### config.mk
export PLATFORM = sky130hd
export DESIGN_NAME = bcd_scan_mux
export DESIGN_NICKNAME = d
export VERILOG_FILES = /design/src/rtl/bcd_scan_mux.sv
export SDC_FILE = /design/constraint.sdc
export NUM_CORES = 1
export LEC_CHECK = 0
export ABC_AREA = 0
export BUFFER_PORTS_ARGS = -buffer_cell sky130_fd_sc_hd__buf_4
export CAP_MARGIN = 30
export CORE_MARGIN = 10
export CORE_UTILIZATION = 60
export CTS_BUF_LIST = sky130_fd_sc_hd__clkbuf_8
export DETAILED_ROUTE_END_ITERATION = 10
export PLACE_DENSITY = 0.82
export SLEW_MARGIN = 40
export SYNTH_ARGS = -nofsm -noshare
export SYNTH_HDL_FRONTEND = slang
export SYNTH_SLANG_ARGS = --single-unit
### constraint.sdc
create_clock -name clk -period 3.34 [get_ports clk]
set_input_delay 0.835 -clock clk [delete_from_list [all_inputs] [get_ports clk]]
set_output_delay 0.835 -clock clk [all_outputs]
set_load 0.01 [all_outputs]
### src/rtl/bcd_scan_mux.sv
// Four-digit multiplexed BCD display scanner with frame-synchronous display update.
// Optional macro LEADING_ZERO_BLANK_EN blanks leading zero digits (digit0 always lit).
module bcd_scan_mux #(
    parameter int SCAN_DIV = 50000
) (
    input  logic        clk,
    input  logic        rst_n,
    input  logic        load,
    input  logic [15:0] digits_in,
    output logic [3:0]  bcd_out,
    output logic [3:0]  dig_sel,
    output logic        err
);

    localparam int CNT_W = $clog2(SCAN_DIV);
    localparam logic [CNT_W-1:0] CNT_MAX = CNT_W'(SCAN_DIV - 1);

    logic [CNT_W-1:0] presc;
    logic [1:0]       idx;
    logic [15:0]      shadow;
    logic [15:0]      display;
    logic             tick;

    function automatic logic has_non_bcd(input logic [15:0] d);
        logic bad;
        bad = 1'b0;
        for (int i = 0; i < 4; i++) begin
            if (d[i*4 +: 4] > 4'd9) bad = 1'b1;
        end
        return bad;
    endfunction

    assign tick = (presc == CNT_MAX);

    always_ff @(posedge clk) begin
        if (!rst_n) begin
            presc   <= '0;
            idx     <= 2'd0;
            shadow  <= 16'h0000;
            display <= 16'h0000;
            err     <= 1'b0;
        end else begin
            presc <= tick ? '0 : presc + CNT_W'(1);
            if (tick) idx <= idx + 2'd1;
            if (load) begin
                shadow <= digits_in;
                err    <= has_non_bcd(digits_in);
            end
            // Display only refreshes at the frame boundary so a frame never mixes two values
            if (tick && idx == 2'd3) display <= shadow;
        end
    end

`ifdef LEADING_ZERO_BLANK_EN
    logic [3:0] lead_zero;
    assign lead_zero[3] = (display[15:12] == 4'd0);
    assign lead_zero[2] = lead_zero[3] && (display[11:8] == 4'd0);
    assign lead_zero[1] = lead_zero[2] && (display[7:4] == 4'd0);
    assign lead_zero[0] = 1'b0;
`endif

    always_comb begin
        bcd_out = display[{idx, 2'b00} +: 4];
        dig_sel = 4'b0001 << idx;
`ifdef LEADING_ZERO_BLANK_EN
        if (lead_zero[idx]) dig_sel = 4'b0000;
`endif
    end

endmodule

==> summary.txt <==
Gate Count Post-Synth -> 226
Core Util, Final -> 69.7%
Post-Syn Nets -> 250
Post-CTS Hold Fix Bufs -> 0
wire per inst -> 13.1 µm
PwrDens -> 405 nW/µm²
Peak VDD IR -> 0.244 mV
synthesized flop and latch total -> 51
Post-Synth Simple-Gate Area -> 22.9%
total grt overflow -> 0
initial antenna violation count -> 0
reg2reg start -> presc[1]
boundary pin count -> 28
CP bufs+invs -> 1
Req. time, crit path -> 2.50 ns
fraction of registers with async set/reset -> 0%
Period minus WS final -> 2.38 ns
pre-CTS setup slack -> 1.26 ns
nets -> 273
area leader, netlist -> dfxtp_1
largest net degree at the start of global routing -> 54
Post-synth EDFFs -> 0
fmax -> 420 MHz
Synth top area share -> 45.2%
Tightest Hold Check Type -> reg2reg
vias per cell -> 5.26
Worst path depth -> 2
status -> completed
ys flop type -> dfxtp_1
combinational share of power -> 6.5%
Final Setup Violations -> 0
Hold Path Origin -> shadow[3]
final WL -> 3910 µm
FP Rows -> 22
Worst path slowest cell -> mux4_2
Die Wd -> 81.4 µm
Clock Sinks -> 51
H-Tree Depth -> 2
TritonRoute pass-1 iters -> 4
leakage -> 1.10 nW
DR DRC count -> 0
syn avg cell area -> 10.0 µm²
CTS clock-pin slew for the worst setup and hold paths -> 0.09 ns
HPWL after DPL -> 2840 µm
synthesis-to-finish area growth -> 12.8%
kind of critical path -> reg2out
crit share post-route -> 71.3%
sequential power share -> 61.3%
synth cell count leaders -> dfxtp_1, nand2_1, mux2i_1
Final Hold Viols -> 0
Synth cell types -> 31
GRT Util Overall -> 13.1%
die area -> 6620 µm²
Max Slew Vio Count -> 0
CP arrival -> 1.55 ns
post-synthesis adder-cell area fraction -> 2.77%
first-pass GRT wire length -> 7030 µm
complex-gate fraction of the synthesized area -> 1.88%
routability cong. -> 0.752
Cell Int Power -> 0.802 mW
top cell family by delay on the critical path -> multiplexers
combinational family with the most area after synthesis -> simple AND/OR/NAND/NOR gates
ranking of synthesized cells by area -> dfxtp_1, mux2i_1, nand2_1
post-CTS resize count -> 0
Ys Warns -> 0
sequential area share after synthesis -> 45.2%
clk_lat worst skew -> 0.29 ns
CORE AREA -> 3660 µm²
Net Sw Frac -> 22.3%
Worst-Margin Slew -> 0.462 ns
Critical Path End Type -> output pin
slack of the critical path -> 0.957 ns
RSZ-0062 raised after global routing -> no
clock buffer depth -> 2
most frequent cell after synthesis -> dfxtp_1
Post-Synth XOR/XNOR Area -> 5.43%
multiplexer area fraction after synthesis -> 18.6%
Sw Pwr -> 0.231 mW
worst setup path start -> idx[0]
via count of the routed design -> 1567
vias in the first global route -> 1546
ANT nets after route -> 0
Iteration-0 DRC Markers -> 197
CP cell instances -> mux4_2 > buf_4
maximum fanout along the worst path -> 7
# fillers -> 294
layout cells sized above 1 -> 17.2%
post-CTS setup buffer count -> 0
Clk pwr share -> 32.2%
TritonCTS clock tree -> yes
CTS root buffer -> clkbuf_8
ant diodes -> 0
Tot Pwr -> 1.03 mW
maxcap violations -> 0
IO buf count -> 27
Worst path max stage delay -> 0.55 ns
Startpoint Class -> flop
Cells on Worst Hold Path -> 2
Post-Syn Area -> 2260 µm²
Initial Util -> 61.7%
Layout Skew -> 0.0118 ns
Final TNS setup -> 0 ns
Worst Hold Slack -> 0.451 ns
Die Y -> 81.4 µm
R2R cell count -> 5
Rel. slew slack -> 69.2%
Num CTS Buffers -> 5
## tightest hold or removal path, stage by stage, from the launching register on
cell     delay, ns
dfxtp_1       0.32
nand2_1       0.05
mux2i_1       0.05
## power by group through the flow
stage | registers [mW] | logic [mW] | clock network (mW)
detailed placement | 0.647 | 0.0678 | 0
global placement | 0.646 | 0.0667 | 0
CTS | 0.633 | 0.0681 | 0.346
floorplan | 0.645 | 0.0440 | 0
global route | 0.635 | 0.0761 | 0.377
finish | 0.633 | 0.0669 | 0.333
## cells in the final DEF (no fill, tap or decap)
cell / netlist / routed
nand2b_1: 1 / 1
and4_1: 2 / 2
nand4bb_1: 2 / 2
xor2_1: 4 / 4
nand2_4: 2 / 2
inv_1: 4 / 5
or4b_4: 1 / 1
clkinv_2: 0 / 1
or4_4: 1 / 1
o21ai_0: 4 / 4
nor4_4: 1 / 1
nor2b_1: 17 / 17
buf_4: 0 / 27
mux2i_1: 33 / 33
clkbuf_8: 0 / 5
or4_1: 1 / 1
ha_1: 5 / 5
clkinvlp_4: 0 / 1
nand4_1: 4 / 4
xnor2_1: 10 / 10
nor3_1: 4 / 4
nor4_1: 2 / 2
nor2_1: 16 / 16
mux4_2: 4 / 4
nand3_1: 4 / 4
a21oi_1: 1 / 1
and2_1: 1 / 1
and3_1: 1 / 1
o211a_1: 1 / 1
nand2_1: 37 / 37
dfxtp_1: 51 / 51
o31ai_1: 1 / 1
## through the flow
step           std cells  instance area, µm²
2_1_floorplan        226                2260
3_3_place_gp         290                2460
3_5_place_dp         290                2460
4_1_cts              298                2550
5_1_grt              298                2550
6_report             298                2550
## kinds of logic (layout without fill, tap and decap cells)
group | count (synthesis) | in the layout
muxes | 37 | 37
AOI/OAI and AO/OA | 7 | 7
xor gates and xnor gates | 14 | 14
DFF | 51 | 51
buffers and inverters | 15 | 39
and+or+nand+nor | 97 | 97
adders and majority gates | 5 | 5
## path summary, 6_finish.rpt
check             slack (ns)    endpoint
hold reg to reg         0.45  display[3]
setup reg to reg        1.40    presc[9]
hold / removal          0.45  display[3]
setup / recovery        0.96  bcd_out[0]
## metal layers
| layer | global-route usage (%) | part of all wire (%) | wire length [µm] |
|---|---|---|---|
| met2 | 20.0 | 44 | 1730 |
| met1 | 17.4 | 51 | 1980 |
| met3 | 4.30 | 4.6 | 179 |
| met4 | 3.11 | 0.49 | 19 |
| met5 | 0 | 0 | 0 |
## layout make-up
cell class	count	area, µm²	share of cell area [%]
Multi-Input combinational cell	160	1170	45.7
Sequential cell	51	1020	40.0
Timing Repair Buffer	27	203	7.95
Clock buffer	5	68.8	2.70
Tap cell	48	60.1	2.36
Clock inverter	3	16.3	0.638
Inverter	4	15.0	0.589
## flip-flops by register name, summed over array words and instances (netlist names)
register,flops
display,16
presc,16
shadow,16
idx,2
err,1
(Power assumes the default switching activity.)
